===== src/rtl/pia_uart.sv =====
// Apple-1 PIA keyboard/display registers (0xD010-0xD013) bridged to an 8N1 serial link.
// Received bytes appear as keypresses, display writes are transmitted, CTS holds off the host.
//
// state  | meaning (shared encoding for Rx and Tx FSMs)
// IDLE   | line idle, waiting for a start bit (Rx) or a DSP write (Tx)
// START  | start bit: Rx checks the half-bit sample, Tx drives 0
// DATA   | eight data bits, LSB first
// STOP   | stop bit: Rx samples and accepts the byte, Tx drives 1
module pia_uart #(
   parameter int CLK_FREQ = 25000000,
   parameter int BAUD     = 115200
) (
   input  logic       clk25,
   input  logic       rst_n,
   input  logic       uart_rx,
   output logic       uart_tx,
   output logic       uart_cts,
   input  logic       enable,
   input  logic [1:0] address,
   input  logic       w_en,
   input  logic [7:0] din,
   output logic [7:0] dout
);

   localparam int DIV = CLK_FREQ / BAUD;
   localparam int CW  = $clog2(DIV);
   localparam logic [CW-1:0] FULL = CW'(DIV - 1);
   localparam logic [CW-1:0] HALF = CW'(DIV / 2 - 1);

   typedef enum logic [1:0] {S_IDLE, S_START, S_DATA, S_STOP} state_e;

   logic          rx_s1_q, rx_s2_q;
   state_e        rx_st_q, rx_st_d;
   logic [CW-1:0] rx_cnt_q, rx_cnt_d;
   logic [2:0]    rx_idx_q, rx_idx_d;
   logic [7:0]    rx_shift_q, rx_shift_d;
   logic          rx_ready_q, rx_ready_d;
   logic [6:0]    rx_char_q, rx_char_d;
   logic [6:0]    rx_conv;

   state_e        tx_st_q, tx_st_d;
   logic [CW-1:0] tx_cnt_q, tx_cnt_d;
   logic [2:0]    tx_idx_q, tx_idx_d;
   logic [7:0]    tx_shift_q, tx_shift_d;
   logic          tx_busy_q, tx_busy_d;
   logic          uart_tx_q, uart_tx_d;
   logic          uart_cts_q;

   logic          kbd_rd, dsp_wr;

   assign kbd_rd = enable && !w_en && (address == 2'd0);
   assign dsp_wr = enable && w_en && (address == 2'd2);

   // lower-case letters are folded to upper case before reaching the CPU
   assign rx_conv = (rx_shift_q >= 8'h61 && rx_shift_q <= 8'h7A) ?
                    (rx_shift_q[6:0] & 7'h5F) : rx_shift_q[6:0];

   always_comb begin
      rx_st_d    = rx_st_q;
      rx_cnt_d   = rx_cnt_q;
      rx_idx_d   = rx_idx_q;
      rx_shift_d = rx_shift_q;
      rx_char_d  = rx_char_q;
      rx_ready_d = kbd_rd ? 1'b0 : rx_ready_q;
      case (rx_st_q)
         S_IDLE: begin
            if (!rx_s2_q) begin
               rx_st_d  = S_START;
               rx_cnt_d = HALF;
            end
         end
         S_START: begin
            if (rx_cnt_q == '0) begin
               if (rx_s2_q) begin
                  rx_st_d = S_IDLE;
               end else begin
                  rx_st_d  = S_DATA;
                  rx_cnt_d = FULL;
                  rx_idx_d = 3'd0;
               end
            end else begin
               rx_cnt_d = rx_cnt_q - CW'(1);
            end
         end
         S_DATA: begin
            if (rx_cnt_q == '0) begin
               rx_shift_d = {rx_s2_q, rx_shift_q[7:1]};
               rx_cnt_d   = FULL;
               if (rx_idx_q == 3'd7) rx_st_d = S_STOP;
               else                  rx_idx_d = rx_idx_q + 3'd1;
            end else begin
               rx_cnt_d = rx_cnt_q - CW'(1);
            end
         end
         default: begin
            if (rx_cnt_q == '0) begin
               rx_st_d = S_IDLE;
               // overrun test uses the post-read value so a same-cycle read still accepts
               if (rx_s2_q && rx_shift_q != 8'h0A && !rx_ready_d) begin
                  rx_char_d  = rx_conv;
                  rx_ready_d = 1'b1;
               end
            end else begin
               rx_cnt_d = rx_cnt_q - CW'(1);
            end
         end
      endcase
   end

   always_comb begin
      tx_st_d    = tx_st_q;
      tx_cnt_d   = tx_cnt_q;
      tx_idx_d   = tx_idx_q;
      tx_shift_d = tx_shift_q;
      tx_busy_d  = tx_busy_q;
      uart_tx_d  = uart_tx_q;
      case (tx_st_q)
         S_IDLE: begin
            uart_tx_d = 1'b1;
            if (dsp_wr && !tx_busy_q) begin
               tx_shift_d = din & 8'h7F;
               tx_busy_d  = 1'b1;
               tx_st_d    = S_START;
               tx_cnt_d   = FULL;
               uart_tx_d  = 1'b0;
            end
         end
         S_START: begin
            if (tx_cnt_q == '0) begin
               tx_st_d    = S_DATA;
               tx_cnt_d   = FULL;
               tx_idx_d   = 3'd0;
               uart_tx_d  = tx_shift_q[0];
               tx_shift_d = tx_shift_q >> 1;
            end else begin
               tx_cnt_d = tx_cnt_q - CW'(1);
            end
         end
         S_DATA: begin
            if (tx_cnt_q == '0) begin
               tx_cnt_d = FULL;
               if (tx_idx_q == 3'd7) begin
                  tx_st_d   = S_STOP;
                  uart_tx_d = 1'b1;
               end else begin
                  tx_idx_d   = tx_idx_q + 3'd1;
                  uart_tx_d  = tx_shift_q[0];
                  tx_shift_d = tx_shift_q >> 1;
               end
            end else begin
               tx_cnt_d = tx_cnt_q - CW'(1);
            end
         end
         default: begin
            if (tx_cnt_q == '0) begin
               tx_st_d   = S_IDLE;
               tx_busy_d = 1'b0;
            end else begin
               tx_cnt_d = tx_cnt_q - CW'(1);
            end
         end
      endcase
   end

   always_ff @(posedge clk25) begin
      if (!rst_n) begin
         rx_s1_q    <= 1'b1;
         rx_s2_q    <= 1'b1;
         rx_st_q    <= S_IDLE;
         rx_cnt_q   <= '0;
         rx_idx_q   <= 3'd0;
         rx_shift_q <= 8'h00;
         rx_ready_q <= 1'b0;
         rx_char_q  <= 7'h00;
         tx_st_q    <= S_IDLE;
         tx_cnt_q   <= '0;
         tx_idx_q   <= 3'd0;
         tx_shift_q <= 8'h00;
         tx_busy_q  <= 1'b0;
         uart_tx_q  <= 1'b1;
         uart_cts_q <= 1'b1;
      end else begin
         rx_s1_q    <= uart_rx;
         rx_s2_q    <= rx_s1_q;
         rx_st_q    <= rx_st_d;
         rx_cnt_q   <= rx_cnt_d;
         rx_idx_q   <= rx_idx_d;
         rx_shift_q <= rx_shift_d;
         rx_ready_q <= rx_ready_d;
         rx_char_q  <= rx_char_d;
         tx_st_q    <= tx_st_d;
         tx_cnt_q   <= tx_cnt_d;
         tx_idx_q   <= tx_idx_d;
         tx_shift_q <= tx_shift_d;
         tx_busy_q  <= tx_busy_d;
         uart_tx_q  <= uart_tx_d;
         uart_cts_q <= rx_ready_q;
      end
   end

   always_comb begin
      case (address)
         2'd0:    dout = {1'b1, rx_char_q};
         2'd1:    dout = {rx_ready_q, 7'b0};
         2'd2:    dout = {tx_busy_q, 7'b0};
         default: dout = 8'h00;
      endcase
   end

   assign uart_tx  = uart_tx_q;
   assign uart_cts = uart_cts_q;

endmodule


===== config.mk =====
export PLATFORM = sky130hd
export DESIGN_NAME = pia_uart
export DESIGN_NICKNAME = d
export VERILOG_FILES = /design/src/rtl/pia_uart.sv
export SDC_FILE = /design/constraint.sdc
export NUM_CORES = 1
export LEC_CHECK = 0
export ABC_AREA = 1
export CAP_MARGIN = 20
export CORE_ASPECT_RATIO = 0.7
export CORE_UTILIZATION = 28
export DETAILED_ROUTE_END_ITERATION = 10
export PLACE_DENSITY_LB_ADDON = 0.08
export RECOVER_POWER = 25
export SLEW_MARGIN = 5
export SYNTH_ARGS = -nofsm -noshare
export SYNTH_HDL_FRONTEND = slang
export SYNTH_SLANG_ARGS = --single-unit

===== constraint.sdc =====
create_clock -name clk25 -period 1.7 [get_ports clk25]
set_input_delay 0.425 -clock clk25 [delete_from_list [all_inputs] [get_ports clk25]]
set_output_delay 0.425 -clock clk25 [all_outputs]
set_load 0.02 [all_outputs]

==> results of run 1 <==
==> metrics by stage <==
| stage | power [mW] | hold slack (ns) | setup TNS, ns |
|---|---|---|---|
| CTS | 6.60 | 0.421 | 0 |
| detailed placement | 5.49 | 0.402 | -12.07 |
| finish | 6.73 | 0.417 | 0 |
| global route | 7.40 | 0.430 | 0 |
| global placement | 5.52 | 0.401 | -10.96 |
| floorplan | 4.56 | 0.393 | 0 |
==> Yosys cell counts (all sizes together) <==
master and instances:
nand2 137, nor2 77, inv 57, dfxtp 54, a21oi 39, o21ai 26, nand3 22, nand4 16
ha 15, buf 7, clkbuf 5, or2 3, nand3b 2, o211ai 2, xor2 2, a31oi 1
nor3 1, o21bai 1, o22ai 1
==> critical path, delay by kind of cell <==
kind,cells,cell delay [ns]
AOI/OAI and AO/OA,1,0.19
buffers and inverters,3,0.60
==> layout make-up <==
cell class,count,area (µm²)
timing repair buffer,50,424
inverter,57,214
fill,1158,6730
multi-input combinational,345,1800
sequential,54,1090
clock inverter,3,23.8
tap,148,185
clock buffer,5,125
==> layer usage <==
| metal | track usage | wire length (µm) |
|---|---|---|
| met5 | 0 | 0 |
| met4 | 0.0324 | 63 |
| met3 | 0.0284 | 158 |
| met2 | 0.205 | 3050 |
| met1 | 0.206 | 4130 |
==> power by group through the flow <==
stage | clock network, mW | registers (mW) | logic (mW)
after floorplan | 0 | 1.76 | 2.80
after global placement | 0 | 1.80 | 3.72
after detailed placement | 0 | 1.79 | 3.70
after CTS | 1.11 | 1.77 | 3.71
after global routing | 1.15 | 1.82 | 4.43
final | 1.07 | 1.78 | 3.89
==> flip-flops by register name, indices dropped and copies added (netlist names), 2 cells and up <==
signal	count
rx_shift_q	8
rx_st_q	2
tx_cnt_q	8
tx_st_q	2
rx_idx_q	3
tx_shift_q	7
rx_char_q	7
rx_cnt_q	8
tx_idx_q	3
==> logic make-up after synthesis <==
logic type               after synthesis
adder cells (fa/ha/maj)               15
AO/OA/AOI/OAI                         70
flip-flops                            54
buffers and inverters                 69
AND/OR/NAND/NOR                      258
XOR/XNOR                               2
==> worst max path at each step <==
stage                from          end  slack (ns)  cells after the start
2_1_floorplan  tx_st_q[0]      uart_tx        0.16                      8
3_3_place_gp   address[1]      dout[3]       -0.57                      5
3_5_place_dp   address[1]      dout[0]       -0.60                      5
4_1_cts           uart_tx      uart_tx        0.02                      1
5_1_grt            enable  tx_cnt_q[2]       0.002                     11
6_report       address[0]      dout[7]        0.06                      4
==> repair_timing <==
item                                   in CTS  in global routing
setup endpoints to repair                  23                 45
resized for setup                          42                 24
buffers inserted                            0                  1
endpoints found under the hold margin       0                  0
pin swaps                                   2                  3
==> results list, run 1 <==
* Number of design rule violations left after detail routing: 0
- Counting instances, the worst hold path has a depth of 1.
* Main combinational cell family by area after synthesis: simple AND/OR/NAND/NOR gates
- Once layout is done, the placed cells without fillers occupy 3860 µm².
- Gate power share: 0.577
* Startpoint-to-endpoint class of the critical path: primary input to primary output
- Startpoint Class: primary input
* Antenna violations before repair: 0
- RSZ-0062 raised after global routing: false
- Leaving out fill and tap cells, the most frequent cell in the layout is nand2_1.
* Final worst path period need: 1.64 ns
- Of the total synthesized cell area, the portion taken by XOR and XNOR cells is 0.00561.
* Placement-stage worst setup slack: -0.600 ns
- Max-cap violations in this run came to 0.
- Sort of element at the end of the critical path: primary output
* Num ports: 25
- Static leakage power: 1.68 nW
* Total number of yosys warnings: 0
- Summing all placed instances gives a cell area of 3680 µm².
- After synthesis, the cell types taking the most area are dfxtp_1 (35%), nand2_1 (15%), nor2_1 (8.4%), inv_1 (6.4%), ha_1 (6.0%).
- Maximum level of the CTS H-tree: 2
- Worst hold path class: flip-flop to flip-flop
* Clock Root Buffer: clkbuf_16
- The critical path goes through dlygate4sd2_1, buf_4, o22ai_1, buf_2.
* Vias/cell: 4.39
- Mapped Cells: 468
* Reg-to-reg endpoint: tx_st_q[1]
* Number of antenna diodes: 0
* Final critical-path setup slack: 0.0611 ns
- Buffer levels on the longest clock path: 2
- Die height: 90.4 µm
- After clock tree synthesis, the clock-pin slew on the worst setup and hold paths is 0.08 ns.
- The first TritonRoute pass finished after 4 iterations.
- Area fraction in compound gates after synthesis: 0.126
- Area enclosed by the die boundary: 11600 µm²
* Power density of the placed cells: 1740 nW/µm²
- Summing every instance area after synthesis gives 3120 µm².
- The final-report hold violation count is 0.
- Slowest cell on crit path: dlygate4sd2_1
- Required time at the endpoint of the critical path: 1.27 ns
- Largest voltage drop on the vdd net: 0.000594 V
- Of the total power, the clock network draws 0.159.
- The floorplan has 31 rows.
- During placement, the flow inserted port buffers numbering 23.
- Once detailed placement completed, the half-perimeter wirelength came to 5660 µm.
- DRC marker count from the first detailed-route iteration: 127
- Slowest stage delay, CP: 0.24 ns
- Leaving out filler cells and counting taps, the final layout contains 662.
- Register bit count reported by yosys: 54
- Largest driver fanout on the critical path: 2
* Grt ovf: 0
- The initial utilization of the core area, before any placement, comes to 0.295.
- Vias: 2904
- The first global-routing pass estimated 13200 µm of wire.
* Data arrival time of the critical path: 1.21 ns
- Flop-to-flop setup slack: 0.10 ns
* Cell depth of the worst flop-to-flop path: 7
* Area share of the largest cell type after synthesis: 0.346
- Worst Max-Slew Pin Slew: 0.402 ns
* Final core occ: 0.365
* Total setup violations reported at the end of the flow: 0
- Of the total synthesized cell area, the portion taken by full adders, half adders and majority gates is 0.0601.
- In the layout the commonest cells are nand2_1 (125), nor2_1 (63), inv_1 (51).
* Synthesized area divided by synthesized cell count: 6.67 µm²
- Hold-fix buffers at CTS: 0
* Core outline area: 10600 µm²
* Pins over their slew limit: 0
- Destination of the worst hold path: rx_s2_q
* Num CTS Buffers: 5
* Clk_skew: 0.00630 ns
- The internal power of the cells totals 3.62 mW.
- Headroom to the max-slew limit: 0.729
* Switching power share of the total: 0.462
- Vias in the first global route: 2779
* Maximum operating frequency: 0.610 GHz
- The net count of the finished layout is 543.
- Part of the cycle the worst path needs: 0.964
* Sinks on Clock Net: 54
- Distinct cell type count of the synthesized netlist: 31
- X dimension of the die: 128 µm
- Overall routing resource usage: 0.140
- Once detail routing completed, the nets flagged for antenna violations numbered 0.
- Mux contribution to synthesized area: 0
- Switch Pwr: 3.11 mW
- The number of nets in the synthesized netlist is 498.
- Wires add up to 7400 µm.
* Area fraction in and, or, nand and nor cells after synthesis: 0.367
- From synthesis to final layout, the design area changed by 23.6%.
* Fraction of layout instances using a drive strength above 1: 0.179
- Maximum number of pins on one net before global-route repair: 21
* Number of instances in the placed design: 653
- In the final routed layout, each cell accounts on average for 11.2 µm.
- The flow ran to the end, and the final reports show no timing, DRC or antenna violations.
* Placer Congestion: 0.786
- Part of the Yosys area used for sequential elements: 0.346
* Clock tree from TritonCTS: yes
- Hold wc startpoint: rx_s1_q
- Clock latency on the worst-skew pair, taken at its later pin, is 0.30 ns.
- Power share of the sequential group: 0.264
* Origin of the critical flop-to-flop path: tx_st_q[0]
* Largest area contributor in the netlist: dfxtp_1
Power figures use the tool's default switching activity.
==> inputs of run 2 (changes only) <==
==> constraint.sdc (replaced) <==
create_clock -name clk25 -period 1.7 [get_ports clk25]
set_input_delay 0.255 -clock clk25 [delete_from_list [all_inputs] [get_ports clk25]]
set_output_delay 0.255 -clock clk25 [all_outputs]
set_load 0.02 [all_outputs]
==> run 2 against run 1 <==
Non-clock buffer count grew 4. Clock skew shrank 0.0017 ns. Maximum frequency increased by 2.8%. Cell count rose by 0.76%. Register-to-register slack barely moved. Cell area is 0.52% higher. Combinational power is 3% higher. Count of clock-buffer cells in the layout stayed put. Hold slack got worse by 0.0021 ns. Sequential power about the same. Critical endpoint is now tx_idx_q[2].
==> results list, run 2 (synthesis gave the netlist of run 1 again) <==
- Number of detailed-route iterations in the first pass: 4 (unchanged)
* Hold-fix buffers at CTS: 0 (unchanged)
- Largest voltage drop on the vdd net: 0.000630 V (was 0.000594 V)
* Startpoint-to-endpoint class of the critical path: flip-flop to flip-flop (was primary input to primary output)
* Max-capacitance violation count: 0 (unchanged)
- The initial antenna violation count came to 0 (unchanged).
- The antenna violation net count after detailed routing came to 0 (unchanged).
- Core outline area: 10600 µm² (unchanged)
- The multi-input gate area in the final layout is 1790 µm² (was 1800 µm²).
- Vias in the first global route: 2699 (was 2779)
* Maximum number of pins on one net before global-route repair: 19 (was 21)
- X dimension of the die: 128 µm (unchanged)
- Area Overhead vs Synth: 24.3% (was 23.6%)
- Registers with the most flip-flops: rx_cnt_q: 8 flops, rx_shift_q: 8 flops, tx_cnt_q: 8 flops (unchanged).
- The number of buffers created by CTS is 5 (unchanged).
* Maximum operating frequency: 0.627 GHz (was 0.610 GHz)
- The count of boundary I/O pins is 25 (unchanged).
* Slowest cell on crit path: or2_2 (was dlygate4sd2_1)
* Worst Max-Slew Pin Slew: 0.350 ns (was 0.402 ns)
- The estimated wirelength of the detail-placed design came to 5740 µm (was 5660 µm).
* Maximum level of the CTS H-tree: 2 (unchanged)
- Final worst path period need: 1.59 ns (was 1.64 ns)
* Required time at the endpoint of the critical path: 1.88 ns (was 1.27 ns)
* Clock tree from TritonCTS: yes (unchanged)
- The tightest slew margin relative to the limit came to 0.764 (was 0.729).
* Die height: 90.4 µm (unchanged)
* Power share of the sequential group: 0.260 (was 0.264)
* Buffer levels on the longest clock path: 2 (unchanged)
* Worst skew pair latency: 0.30 ns (about the same)
* Startpoint Class: flip-flop (was primary input)
- Total setup violations reported at the end of the flow: 0 (unchanged)
- The leftover overflow at the end of global routing came to 0 (unchanged).
- Status: finished clean (unchanged)
- The count of filler cells inserted in the layout was 1141 (was 1158).
- Critical path, cell by cell: inv_1, ha_1, or2_2, nand2_4, buf_6, nand2_1, nand2_1, a21oi_1 (was dlygate4sd2_1, buf_4, o22ai_1, buf_2).
* Internal power consumption: 3.71 mW (was 3.62 mW)
* Vias/cell: 4.39 (about the same)
- The sum of internal, switching and leakage power is 6.83 mW (was 6.73 mW).
- Starting Density: 0.295 (unchanged)
- Worst hold path class: flip-flop to flip-flop (unchanged)
* Clk_skew: 0.00464 ns (was 0.00630 ns)
- DRC marker count from the first detailed-route iteration: 115 (was 127)
* Part of the cycle the worst path needs: 0.937 (was 0.964)
- Overall routed net length: 7570 µm (was 7400 µm)
* Most used cells in the layout excluding fill and tap cells: nand2_1 (126), nor2_1 (69), inv_1 (53) (was nand2_1 (125), nor2_1 (63), inv_1 (51))
- The switching power was 3.12 mW (was 3.11 mW).
- Mean routed wirelength per cell: 11.4 µm (was 11.2 µm)
- The count of antenna diodes in the layout is 0 (unchanged).
- The post-CTS clock slew at the launch and capture registers of the worst setup and hold paths was 0.07 ns (was 0.08 ns).
- Largest driver fanout on the critical path: 10 (was 2)
- The buffer cell driving the clock tree root was clkbuf_16 (unchanged).
- Placer Congestion: 0.816 (was 0.786)
- Number of hold-slack violations in the final timing report: 0 (unchanged)
* Sort of element at the end of the critical path: flip-flop (was primary output)
* Slowest stage delay, CP: 0.35 ns (was 0.24 ns)
* Fraction of layout instances using a drive strength above 1: 0.166 (was 0.179)
- The number of input and output port buffers inserted came to 23 (unchanged).
* Switching power share of the total: 0.456 (was 0.462)
- Static leakage power: 1.70 nW (was 1.68 nW)
- Power density of the placed cells: 1760 nW/µm² (was 1740 nW/µm²)
- The data arrival time of the critical path was 1.77 ns (was 1.21 ns).
* Sinks on Clock Net: 54 (unchanged)
- The count of standard-cell rows is 31 (unchanged).
- Vias: 2925 (was 2904)
- NumNets Final: 548 (was 543)
- Overall routing resource usage: 0.139 (was 0.140)
- The overall die area was 11600 µm² (unchanged).
- The first-pass GRT wire length came to 12900 µm (was 13200 µm).
* Pins over their slew limit: 0 (unchanged)
- Final core occ: 0.367 (was 0.365)
- The part of the total power dissipated in the clock network is 0.155 (was 0.159).
* Leading cell type in the layout, fill and taps excluded: nand2_1 (unchanged)
- The number of remaining DRC errors came to 0 (unchanged).
* Area occupied by registers: 1080 µm² (was 1090 µm²)
- By instance count, the cell type seen most on the critical path is nand2_1.
* Gate power share: 0.585 (was 0.577)
[run 2: layout make-up]
| cell class | count | share of cell area |
|---|---|---|
| multi-input combinational | 346 | 0.462 |
| sequential | 54 | 0.279 |
| timing repair buffer | 54 | 0.117 |
| inverter | 57 | 0.0551 |
| tap | 148 | 0.0477 |
| clock buffer | 5 | 0.0322 |
| clock inverter | 3 | 0.00677 |
[run 2: final timing paths]
kind / from / endpoint / slack, ns / cells past startpoint
min: rx_s1_q / rx_s2_q / 0.42 / 1
max reg2reg: tx_st_q[0] / tx_idx_q[2] / 0.11 / 8
min reg2reg: rx_s1_q / rx_s2_q / 0.42 / 1
max: tx_st_q[0] / tx_idx_q[2] / 0.11 / 8
[run 2: timing repair]
| item | CTS | global route |
|---|---|---|
| endpoints found under the setup margin | 8 | 44 |
| hold endpoints to repair | 0 | 0 |
| gates cloned | 0 | 1 |
| pin swaps | 0 | 4 |
| gates resized for setup | 8 | 25 |
| buffers inserted | 0 | 1 |
[run 2: power by group through the flow]
stage | Clock (mW) | Sequential, mW | Combinational (mW)
6_report | 1.06 | 1.78 | 4.00
4_1_cts | 1.11 | 1.77 | 3.86
3_5_place_dp | 0 | 1.80 | 3.83
3_3_place_gp | 0 | 1.80 | 3.85
2_1_floorplan | 0 | 1.76 | 2.80
5_1_grt | 1.16 | 1.82 | 4.51
[run 2: through the flow]
| stage | worst slack (ns) | cells | instance area (µm²) | TNS, ns | hold WS (ns) |
|---|---|---|---|---|---|
| 5_1_grt | -0.00824 | 667 | 3880 | -0.00824 | 0.431 |
| 2_1_floorplan | 0.161 | 468 | 3120 | 0 | 0.362 |
| 3_3_place_gp | -0.230 | 657 | 3710 | -2.44 | 0.402 |
| 6_report | 0.106 | 667 | 3880 | 0 | 0.415 |
| 3_5_place_dp | -0.239 | 657 | 3710 | -2.49 | 0.400 |
| 4_1_cts | 0.00953 | 665 | 3850 | 0 | 0.418 |
[run 2: metal layers]
layer / wire length, µm / track usage / vias up
met5: 0 / 0 / -
met3: 218 / 0.0296 / 2
met2: 3040 / 0.197 / 38
met1: 4270 / 0.207 / 1295
met4: 36 / 0.0363 / 0
li1: - / - / 1590
[run 2: worst max-delay path, delay by kind of cell, from the launching register on]
family | cells | cell delay (ns)
DFF | 1 | 0.33
adders and majority gates | 1 | 0.21
and+or+nand+nor | 4 | 0.65
buffers and inverters | 2 | 0.22
AOI/OAI and AO/OA | 1 | 0.06
